File: src/rtl/apb_bridge_pkg.sv
// Shared types and default sizes for the APB4 master bridge.
package apb_bridge_pkg;

  localparam int DEF_ADDR_W      = 12;
  localparam int DEF_DATA_W      = 32;
  localparam int DEF_NUM_SLV     = 3;
  localparam int DEF_TIMEOUT_CYC = 16;

  // Transfer phases; the encoding is visible on the bridge debug port.
  typedef enum logic [1:0] {
    IDLE   = 2'd0,
    SETUP  = 2'd1,
    ACCESS = 2'd2
  } apb_state_e;

  // Width of the slave index field at the top of the address (at least 1 bit).
  function automatic int sel_width(input int num_slv);
    return (num_slv > 1) ? $clog2(num_slv) : 1;
  endfunction

endpackage

File: src/rtl/apb_slave_decode.sv
// Address decoder: top SEL_W address bits pick the slave; indices at or
// beyond NUM_SLV are flagged invalid and select nobody.
module apb_slave_decode
  import apb_bridge_pkg::*;
#(
  parameter int ADDR_W  = DEF_ADDR_W,
  parameter int NUM_SLV = DEF_NUM_SLV,
  parameter int SEL_W   = sel_width(NUM_SLV)
) (
  input  logic [ADDR_W-1:0]  cmd_addr,
  output logic [SEL_W-1:0]   slv_idx,
  output logic [NUM_SLV-1:0] slv_onehot,
  output logic               index_valid
);

  // Offset bits inside a slave window play no part in decoding.
  logic unused_low_addr;
  assign unused_low_addr = ^cmd_addr[ADDR_W-SEL_W-1:0];

  assign slv_idx     = cmd_addr[ADDR_W-1 -: SEL_W];
  assign index_valid = (int'(slv_idx) < NUM_SLV);

  // One-hot slave select, empty for an out-of-range index.
  always_comb begin
    slv_onehot = '0;
    for (int s = 0; s < NUM_SLV; s++) begin
      if (index_valid && (slv_idx == SEL_W'(s))) slv_onehot[s] = 1'b1;
    end
  end

endmodule

File: src/rtl/apb_master_bridge.sv
// APB4 master bridge: one outstanding command turned into SETUP/ACCESS
// transfers on NUM_SLV slaves.
// Optional feature: define APB_TIMEOUT_EN to abort an ACCESS phase after
// TIMEOUT_CYC cycles with PREADY low (reported as rsp_err).
// Handshake: a command transfers on a rising PCLK edge where cmd_valid &&
// cmd_ready; rsp_valid is a single-cycle pulse with no backpressure, and
// rsp_err/rsp_rdata are zero outside that pulse.
module apb_master_bridge
  import apb_bridge_pkg::*;
#(
  parameter int ADDR_W      = DEF_ADDR_W,
  parameter int DATA_W      = DEF_DATA_W,
  parameter int NUM_SLV     = DEF_NUM_SLV,
  parameter int TIMEOUT_CYC = DEF_TIMEOUT_CYC
) (
  input  logic                      PCLK,
  input  logic                      PRESET,
  input  logic                      cmd_valid,
  output logic                      cmd_ready,
  input  logic                      cmd_write,
  input  logic [ADDR_W-1:0]         cmd_addr,
  input  logic [DATA_W-1:0]         cmd_wdata,
  input  logic [DATA_W/8-1:0]       cmd_strb,
  output logic                      rsp_valid,
  output logic [DATA_W-1:0]         rsp_rdata,
  output logic                      rsp_err,
  output logic [NUM_SLV-1:0]        PSEL,
  output logic                      PENABLE,
  output logic                      PWRITE,
  output logic [ADDR_W-1:0]         PADDR,
  output logic [DATA_W-1:0]         PWDATA,
  output logic [DATA_W/8-1:0]       PSTRB,
  input  logic [NUM_SLV*DATA_W-1:0] PRDATA,
  input  logic [NUM_SLV-1:0]        PREADY,
  input  logic [NUM_SLV-1:0]        PSLVERR,
  output apb_state_e                dbg_state
);

  localparam int STRB_W = DATA_W / 8;
  localparam int SEL_W  = sel_width(NUM_SLV);

  if (((DATA_W % 8) != 0) || (TIMEOUT_CYC < 1)) begin : g_param_check
    $error("apb_master_bridge: DATA_W must be a multiple of 8 and TIMEOUT_CYC at least 1");
  end

  apb_state_e         state_q, state_d;
  logic [SEL_W-1:0]   dec_idx, idx_q;
  logic [NUM_SLV-1:0] dec_onehot, psel_q;
  logic               dec_valid, accept;
  logic               sel_ready, sel_err, tmo_hit;
  logic [DATA_W-1:0]  sel_rdata;
  logic               rsp_valid_d, rsp_err_d;
  logic [DATA_W-1:0]  rsp_rdata_d;

  apb_slave_decode #(
    .ADDR_W  (ADDR_W),
    .NUM_SLV (NUM_SLV),
    .SEL_W   (SEL_W)
  ) u_decode (
    .cmd_addr    (cmd_addr),
    .slv_idx     (dec_idx),
    .slv_onehot  (dec_onehot),
    .index_valid (dec_valid)
  );

  assign cmd_ready = (state_q == IDLE) && !PRESET;
  assign accept    = cmd_valid && cmd_ready;
  assign PSEL      = (state_q == IDLE) ? '0 : psel_q;
  assign PENABLE   = (state_q == ACCESS);
  assign dbg_state = state_q;

  // Pick the addressed slave's response; all other slaves are ignored.
  always_comb begin
    sel_ready = 1'b0;
    sel_err   = 1'b0;
    sel_rdata = '0;
    for (int s = 0; s < NUM_SLV; s++) begin
      if (idx_q == SEL_W'(s)) begin
        sel_ready = PREADY[s];
        sel_err   = PSLVERR[s];
        sel_rdata = PRDATA[s*DATA_W +: DATA_W];
      end
    end
  end

`ifdef APB_TIMEOUT_EN
  localparam int TMO_W = $clog2(TIMEOUT_CYC + 1);
  logic [TMO_W-1:0] tmo_cnt_q;

  // Count ACCESS cycles spent waiting for PREADY; restarts in every SETUP.
  always_ff @(posedge PCLK) begin
    if (PRESET || (state_q == SETUP)) tmo_cnt_q <= '0;
    else if ((state_q == ACCESS) && !sel_ready) tmo_cnt_q <= tmo_cnt_q + 1'b1;
  end

  // Fires in the TIMEOUT_CYC-th waiting ACCESS cycle.
  assign tmo_hit = (tmo_cnt_q == TMO_W'(TIMEOUT_CYC - 1));
`else
  assign tmo_hit = 1'b0;
`endif

  // State register.
  always_ff @(posedge PCLK) begin
    if (PRESET) state_q <= IDLE;
    else        state_q <= state_d;
  end

  // Next state and the response to publish in the following cycle.
  always_comb begin
    state_d     = state_q;
    rsp_valid_d = 1'b0;
    rsp_err_d   = 1'b0;
    rsp_rdata_d = '0;
    case (state_q)
      IDLE: begin
        if (accept) begin
          if (dec_valid) begin
            state_d = SETUP;
          end else begin
            rsp_valid_d = 1'b1;
            rsp_err_d   = 1'b1;
          end
        end
      end
      SETUP: state_d = ACCESS;
      ACCESS: begin
        if (sel_ready) begin
          state_d     = IDLE;
          rsp_valid_d = 1'b1;
          rsp_err_d   = sel_err;
          rsp_rdata_d = (!PWRITE && !sel_err) ? sel_rdata : '0;
        end else if (tmo_hit) begin
          state_d     = IDLE;
          rsp_valid_d = 1'b1;
          rsp_err_d   = 1'b1;
        end
      end
      default: state_d = IDLE;
    endcase
  end

  // Response registers: a one-cycle pulse, zero otherwise.
  always_ff @(posedge PCLK) begin
    if (PRESET) begin
      rsp_valid <= 1'b0;
      rsp_err   <= 1'b0;
      rsp_rdata <= '0;
    end else begin
      rsp_valid <= rsp_valid_d;
      rsp_err   <= rsp_err_d;
      rsp_rdata <= rsp_rdata_d;
    end
  end

  // Latch a decodable command; APB fields then hold until the next one.
  always_ff @(posedge PCLK) begin
    if (PRESET) begin
      PADDR  <= '0;
      PWRITE <= 1'b0;
      PWDATA <= '0;
      PSTRB  <= '0;
      idx_q  <= '0;
      psel_q <= '0;
    end else if (accept && dec_valid) begin
      PADDR  <= cmd_addr;
      PWRITE <= cmd_write;
      PWDATA <= cmd_wdata;
      PSTRB  <= cmd_write ? cmd_strb : {STRB_W{1'b0}};
      idx_q  <= dec_idx;
      psel_q <= dec_onehot;
    end
  end

endmodule

File: config.mk
export PLATFORM = sky130hd
export DESIGN_NAME = apb_master_bridge
export DESIGN_NICKNAME = d
export VERILOG_FILES = /design/src/rtl/apb_bridge_pkg.sv /design/src/rtl/apb_slave_decode.sv /design/src/rtl/apb_master_bridge.sv
export SDC_FILE = /design/constraint.sdc
export NUM_CORES = 1
export LEC_CHECK = 0
export ABC_CLOCK_PERIOD_IN_PS = 2000
export CAP_MARGIN = 20
export CORE_MARGIN = 3
export CORE_UTILIZATION = 35
export DETAILED_ROUTE_END_ITERATION = 16
export GPL_ROUTABILITY_DRIVEN = 0
export PLACE_DENSITY_LB_ADDON = 0.3
export SLEW_MARGIN = 20
export SYNTH_ARGS = -nofsm -noshare
export SYNTH_HDL_FRONTEND = slang
export SYNTH_HIERARCHICAL = 1
export SYNTH_SLANG_ARGS = --single-unit
File: constraint.sdc
create_clock -name PCLK -period 2 [get_ports PCLK]
set_input_delay 0.4 -clock PCLK [delete_from_list [all_inputs] [get_ports PCLK]]
set_output_delay 0.4 -clock PCLK [all_outputs]
set_load 0.03 [all_outputs]
## After elaboration in Yosys (flattened, before gate mapping)

Index checks and enable logic that the tools add are counted.

- Flip-flop bits (word level): 90
- Bits of input ports: 154
- Output and inout bits: 90
- Logic and storage cells: 62

- Order comparisons: 1
- Eq/ne operators: 9
- Muxes and demuxes: 24
- Bitwise operators: 3
- Reduce and logical (&&, ||, !) cells: 15

Operator list:

| kind | count |
|---|---|
| 32-bit two-way mux | 3 |
| 1-bit two-way mux | 13 |
| 1-bit logical AND | 7 |
| 2-bit by 1-bit equality test with 1-bit output, second input constant | 3 |
| 2-bit equality test, second input constant | 3 |
| 2-bit logical NOT | 3 |
| 2-bit two-way mux | 3 |
| 2-bit one-hot mux with 3 select lines | 1 |
| 4-bit two-way mux | 1 |
| 2-bit != test, second input constant | 2 |
| 1-bit one-hot mux with 2 select lines | 2 |
| 4-bit OR reduction | 1 |
| 1-bit logical NOT | 3 |
| 3-bit two-way mux | 1 |
| 1-bit inverter | 3 |
| 3-bit AND reduction | 1 |
| 2-bit < comparator, second input constant | 1 |
| 2-bit by 1-bit != test with 1-bit output, second input constant | 1 |

## Logic depth before layout (Yosys ltp)

Gate-level depths: netlist of run 1.

- Word-level depth: 8
- Gate-level depth with buffers: 7
- Gate-level depth less buffers: 5

## Cells and area by module

The synthesis of run 1 kept the hierarchy.

Modules (own cells, without submodules):

| module | instances | cells each | area each (um^2) | sequential area each (um^2) |
|---|---|---|---|---|
| apb_master_bridge | 1 | 438 | 3583.4 | 1801.7 |
| apb_slave_decode | 1 | 6 | 37.5 | 0.0 |

## Least setup slack after synthesis of run 1

OpenSTA, ideal clock, no wires.

- Path type: input to output
- Start: in PRESET
- End: out cmd_ready
- Data arrival time: 1.424 ns
- Data required time: 1.600 ns
- Slack: 0.176 ns
- Stages: 3
- Buffers on the path: 2
- Cell sequence: clkbuf_1 -> clkbuf_1 -> nor3_1

- Cells in the longest elaborated chain, start to end: 2

RTL lines:

| item | RTL line | text |
|---|---|---|
| from (decl) | apb_master_bridge.sv:17 | `input logic PRESET,` |
| 1-bit logical NOT | apb_master_bridge.sv:66 | `assign cmd_ready = (state_q == IDLE) && !PRESET;` |
| 1-bit logical AND | apb_master_bridge.sv:66 |  |
| to (decl) | apb_master_bridge.sv:19 | `output logic cmd_ready,` |

No other way between the ends.

## Worst setup path in the final report of run 1

- Start: reg state_q[1], in the netlist dbg_state[1]
- End: out dbg_state[1]

RTL lines:

| item | RTL line | text |
|---|---|---|
| from (decl) | apb_master_bridge.sv:46 | `apb_state_e state_q, state_d;` |
| from (signal assigned) | apb_master_bridge.sv:105 | `else state_q <= state_d;` |
| to (decl) | apb_master_bridge.sv:36 | `output apb_state_e dbg_state` |

No word-level cell between the ends.

==> results of run 1 <==
## layer usage
metal / up-vias / wire (um) / global-route usage
li1: 1907 / - / -
met1: 1737 / 4716 / 0.2226
met2: 176 / 6360 / 0.3770
met3: 19 / 1575 / 0.09658
met4: 2 / 257 / 0.07665
met5: - / 13 / 0
## cell type report
| class | count | area, um^2 |
|---|---|---|
| clock inverter | 2 | 60.06 |
| multi-input combinational | 318 | 1615 |
| sequential | 90 | 1803 |
| fill | 860 | 3533 |
| inverter | 1 | 8.758 |
| timing repair buffer | 256 | 2564 |
| tap | 133 | 166.4 |
| clock buffer | 13 | 158.9 |
## placed cells by master, fill, tap and decap left out
cell type / n
a21oi_1: 88
a31oi_1: 1
and2b_2: 1
buf_12: 4
buf_2: 1
buf_4: 13
bufinv_16: 2
clkbuf_1: 2
clkbuf_8: 11
clkdlybuf4s50_1: 237
clkinv_4: 1
dfxtp_1: 89
dfxtp_2: 1
dlygate4sd2_1: 1
mux2i_1: 34
nand2_1: 105
nand2_2: 1
nand2b_1: 2
nand3_1: 4
nand3b_1: 1
nand4b_4: 1
nor2_1: 66
nor2b_1: 6
nor2b_2: 1
nor3_1: 4
nor4b_4: 1
o21ai_2: 1
o2bb2ai_1: 1
## metrics by stage
stage / worst slack, ns / TNS [ns] / total power, mW / area [um^2]
6_report: 0.1548 / 0 / 4.046 / 6376
3_3_place_gp: 0.08110 / 0 / 2.720 / 6158
2_1_floorplan: 0.1758 / 0 / 2.270 / 3621
4_1_cts: 0.1118 / 0 / 4.096 / 6376
5_1_grt: 0.06241 / 0 / 4.225 / 6376
3_5_place_dp: -0.001438 / -0.001438 / 2.737 / 6158
## worst max path at each step
stage	start	end	slack, ns	cells after the start
floorplan	PRESET	cmd_ready	0.18	3
global placement	PREADY[1]	rsp_rdata[28]	0.08	5
detailed placement	PREADY[1]	rsp_rdata[13]	-0.001	5
CTS	dbg_state[1]	dbg_state[1]	0.11	1
global route	idx_q[0]	rsp_rdata[13]	0.06	4
finish	dbg_state[1]	dbg_state[1]	0.15	1
## repair_timing
action	CTS	global route
setup endpoints to repair	1	0
gates resized for setup	1	0
endpoints found under the hold margin	0	0
## state kept, by name (all words and copies together) (netlist names)
name,cells
psel_q,3
PADDR,12
PSTRB,4
idx_q,2
rsp_valid,1
rsp_err,1
dbg_state,2
PWRITE,1
PWDATA,32
rsp_rdata,32
## power breakdown
group	switching (mW)	internal, mW
logic	0.365	0.456
clock network	0.587	0.768
registers	0.0288	1.84
## worst reg2reg max path, cell delays in order, from the launching register on
cell	delay [ns]
dfxtp_2	0.50
mux2i_1	0.27
o2bb2ai_1	0.15
nand4b_4	0.51
nor2_1	0.26
## logic make-up after synthesis
logic type             count (synthesis)  synth area share
AO/OA/AOI/OAI                         91            0.1282
buffers and inverters                 36           0.05702
flip-flops                            90            0.4976
multiplexers                          34           0.09399
AND/OR/NAND/NOR                      193            0.2232
==> results.sh, run 1 <==
export IMPL_hold_start="psel_q[1]"
export IMPL_cp_max_fo=3
export IMPL_avgViaCountPerCell=4.724
export IMPL_first_iter_violations=124
export IMPL_die_h_um=107.7
export IMPL_worst_pin_slew_ns=0.6021
export IMPL_fin_skew_ns=0.009536
export IMPL_cp_arrival_ns=1.45
export IMPL_drv_cap=0
export IMPL_antenna_found_initial=1
export IMPL_path_cells="clkdlybuf4s50_1"
export IMPL_ys_flop_type="dfxtp_1"
export IMPL_peakVddDrop_v=0.0004230
export IMPL_die_x_um=107.7
export IMPL_cts_tree="yes"
export IMPL_syn_num_nets=598
export IMPL_clock_sinks=90
export IMPL_worstHoldPathType="flip-flop to flip-flop"
export IMPL_worstSkewPairLatency_ns=0.34
export IMPL_final_core_util=0.6434
export IMPL_overflow=0
export IMPL_reg2reg_slack_ns=0.23
export IMPL_grt_usage=0.2136
export IMPL_r2r_start="idx_q[0]"
export IMPL_hold_violations=0
export IMPL_wl_per_cell_um=15.90
export IMPL_instances_no_fill=813
export IMPL_status="finished, final reports clean"
export IMPL_num_rows=36
export IMPL_vias=3841
export IMPL_routed_wirelength_um=12920
export IMPL_clk_path_buf_depth=2
export IMPL_ioPinCount=244
export IMPL_coreArea_um2=9910
export IMPL_critPathLaunchType="flip-flop"
export IMPL_cts_root_buf="clkbuf_8"
export IMPL_cts_hold_buf=0
export IMPL_seq_area_frac_synth=0.4976
export IMPL_synthTopCellsByCount="nand2_1, dfxtp_1, a21oi_1"
export IMPL_synthTopCellsByArea="dfxtp_1, a21oi_1, nand2_1"
export IMPL_worstRegToRegCells=4
export IMPL_grt_pass1_vias=3805
export IMPL_cts_htree_levels=3
export IMPL_fin_crit_ns=1.845
export IMPL_endpoint_kind="output pin"
export IMPL_setup_violations_final=0
export IMPL_hpwl_um=9975
export IMPL_synth_most_common_cell="nand2_1"
export IMPL_yosysTopAreaCell="dfxtp_1"
export IMPL_p_leak_nw=2.313
export IMPL_dpl_cell_count=798
export IMPL_start_util=0.3654
export IMPL_synthCells=444
export IMPL_ys_seq_elements=90
export IMPL_dr_pass1_iters=4
export IMPL_hold_path_depth=2
export IMPL_post_cts_buffers=0
export IMPL_critPathTopFamily="buffers and inverters"
export IMPL_ys_async_sr_fraction=0
export IMPL_netlist_area_um2=3621
export IMPL_r2r_end="rsp_rdata[29]"
export IMPL_fmax_mhz=541.9
export IMPL_grt_max_degree=58
export IMPL_io_buffer_count=243
export IMPL_clk_pin_slew_ns=0.08
export IMPL_hold_path_end="psel_q[1]"
export IMPL_power_density_nw_per_um2=634.5
export IMPL_drive_above_1_share=0.05735
export IMPL_drv_slew=0
export IMPL_die_area_um2=11600
export IMPL_synth_cell_types=22
export IMPL_grt_first_pass_wirelength_um=19380
export IMPL_drc_errors=0
export IMPL_drtAntennaViolNets=0
export IMPL_crit_slowest_cell="clkdlybuf4s50_1"
export IMPL_final_nets=830
export IMPL_worstSetupPathType="flip-flop to output pin"
export IMPL_rsz0062_at_grt="false"
export IMPL_slew_headroom=0.5986
export IMPL_cpPeakStageDelay_ns=0.71
export IMPL_synth_top_area_share=0.4976
export IMPL_yosys_warnings=6
export IMPL_synth_edf_count=0
export IMPL_fin_crit_sh=0.9226
export IMPL_num_antenna_cells=0
export IMPL_whs_ns=0.4499
export IMPL_path_buf_inv=1
export IMPL_worstPathRequired_ns=1.60
export IMPL_syn_area_per_cell_um2=8.155
export IMPL_area_growth_pct=76.09
export IMPL_cts_buffers=9
Power figures use the tool's default switching activity.
==> inputs of run 2 (changes only) <==
--- a/config.mk
+++ b/config.mk
@@ -9,8 +9,8 @@
 export CAP_MARGIN = 20
 export CORE_MARGIN = 3
 export CORE_UTILIZATION = 35
+export CTS_CLUSTER_SIZE = 30
 export DETAILED_ROUTE_END_ITERATION = 16
-export GPL_ROUTABILITY_DRIVEN = 0
 export PLACE_DENSITY_LB_ADDON = 0.3
 export SLEW_MARGIN = 20
 export SYNTH_ARGS = -nofsm -noshare
==> results of run 2 <==
Same layout as run 1: the final DEF is identical, and so are final timing and power.
==> inputs of run 3 (changes only) <==
--- a/config.mk
+++ b/config.mk
@@ -7,8 +7,10 @@
 export LEC_CHECK = 0
 export ABC_CLOCK_PERIOD_IN_PS = 2000
 export CAP_MARGIN = 20
+export CELL_PAD_IN_SITES_DETAIL_PLACEMENT = 0
+export CELL_PAD_IN_SITES_GLOBAL_PLACEMENT = 1
 export CORE_MARGIN = 3
-export CORE_UTILIZATION = 35
+export CORE_UTILIZATION = 26
 export CTS_CLUSTER_SIZE = 30
 export DETAILED_ROUTE_END_ITERATION = 16
 export PLACE_DENSITY_LB_ADDON = 0.3
==> run 3 against run 2 <==
Net effect: non-clock buffer count up 1; design area up 2.6%; die area up 33%; routed wire length down 5.6%.
==> results.sh, run 3 (same netlist as run 1, synthesis figures left out) <==
export IMPL_vias=3802
export IMPL_place_congestion=0.7405
export IMPL_status="finished, final reports clean"
export IMPL_fin_skew_ns=0.005651
export IMPL_instances_no_fill=858
export IMPL_routed_wirelength_um=12210
export IMPL_fin_crit_sh=0.9077
export IMPL_path_cells="clkdlybuf4s50_1"
export IMPL_whs_ns=0.4049
export IMPL_endpoint_kind="output pin"
export IMPL_fmax_mhz=550.8
export IMPL_drive_above_1_share=0.05865
export IMPL_cts_root_buf="clkbuf_16"
export IMPL_cpPeakStageDelay_ns=0.71
export IMPL_grt_pass1_vias=3632
export IMPL_reg_top3="PWDATA (32), rsp_rdata (32), PADDR (12)"
export IMPL_hold_violations=0
export IMPL_clock_sinks=90
export IMPL_critPathLaunchType="flip-flop"
export IMPL_grt_usage=0.1502
export IMPL_dr_pass1_iters=4
export IMPL_met3_usage=0.07584
export IMPL_die_h_um=124.0
export IMPL_num_antenna_cells=0
export IMPL_drc_errors=0
export IMPL_top_usage_layer="met2"
export IMPL_critPathTopFamily="buffers and inverters"
export IMPL_worstSetupPathType="flip-flop to output pin"
export IMPL_peakVddDrop_v=0.0004767
export IMPL_hpwl_um=9517
export IMPL_drv_slew=0
export IMPL_cts_buffers=9
export IMPL_drv_cap=0
export IMPL_grt_max_degree=56
export IMPL_coreArea_um2=13450
export IMPL_fin_crit_ns=1.815
export IMPL_dpl_cell_count=842
export IMPL_start_util=0.2692
export IMPL_cts_tree="yes"
export IMPL_multi_input_area_um2=1615
export IMPL_antenna_found_initial=0
export IMPL_worstHoldPathType="input port to flip-flop"
export IMPL_wl_per_cell_um=14.23
export IMPL_register_area_um2=1803
export IMPL_final_common_cell="clkdlybuf4s50_1"
export IMPL_tns_ns=0
export IMPL_p_total_mw=4.521
export IMPL_area_growth_pct=80.58
export IMPL_worst_pin_slew_ns=0.3974
export IMPL_overflow=0
export IMPL_rsz0062_at_grt="false"
export IMPL_power_density_nw_per_um2=691.4
export IMPL_post_cts_buffers=0
export IMPL_worstSkewPairLatency_ns=0.34
export IMPL_fillers=1347
export IMPL_cp_arrival_ns=1.42
export IMPL_avgViaCountPerCell=4.431
export IMPL_ioPinCount=244
export IMPL_die_area_um2=15380
export IMPL_die_x_um=124.0
export IMPL_worstPathRequired_ns=1.60
export IMPL_drtAntennaViolNets=0
export IMPL_slew_headroom=0.7351
export IMPL_most_common_layout_cells="clkdlybuf4s50_1, nand2_1, dfxtp_1"
export IMPL_grt_use_met2=0.2629
export IMPL_clk_pin_slew_ns=0.07
export IMPL_setup_violations_final=0
export IMPL_crit_slowest_cell="clkdlybuf4s50_1"
export IMPL_use_met1=0.1608
export IMPL_cts_htree_levels=3
export IMPL_io_buffer_count=243
export IMPL_p_leak_nw=2.435
export IMPL_clk_path_buf_depth=2
export IMPL_final_nets=831
export IMPL_path_buf_inv=1
export IMPL_num_rows=42
export IMPL_grt_first_pass_wirelength_um=17900
export IMPL_first_iter_violations=123
export IMPL_cp_max_fo=3
[run 3: timing repair]
action | CTS | global route
hold buffers | 0 | 0
setup endpoints to repair | 1 | 4
pin swaps | 0 | 0
hold endpoints to repair | 0 | 0
resized for setup | 1 | 4
[run 3: final cells by class]
| type | count | share of cell area |
|---|---|---|
| tap | 176 | 0.03368 |
| clock inverter | 4 | 0.01129 |
| clock buffer | 12 | 0.03923 |
| multi-input combinational | 318 | 0.2470 |
| inverter | 1 | 0.001339 |
| sequential | 90 | 0.2757 |
| timing repair buffer | 257 | 0.3917 |
[run 3: power breakdown]
part           internal (mW)  total (mW)  leakage, nW  switching [mW]
Combinational          0.456       0.814         1.54           0.358
Sequential              1.84        1.87        0.730          0.0261
Clock                   1.16        1.84        0.163           0.673
[run 3: layer usage]
layer  vias to the layer above  wire [um]
met4                         0        144
met3                         9       1526
li1                       1921          -
met5                         -          0
met1                      1708       4571
met2                       164       5963
[run 3: worst paths after layout]
check | start | to | slack, ns | cells past startpoint
setup reg to reg | dbg_state[0] | PSTRB[3] | 0.39 | 6
setup / recovery | PWRITE | PWRITE | 0.18 | 1
hold reg to reg | psel_q[1] | psel_q[1] | 0.45 | 2
hold / removal | PRESET | PADDR[2] | 0.40 | 2
[run 3: per-stage QoR]
stage,util,instance area [um^2],setup WS (ns)
after global routing,0.4860,6539,0.1350
after detailed placement,0.4608,6200,0.03849
after floorplan,-,3621,0.1758
after global placement,0.4608,6200,0.06384
after CTS,0.4853,6529,0.008123
final,0.4860,6539,0.1846
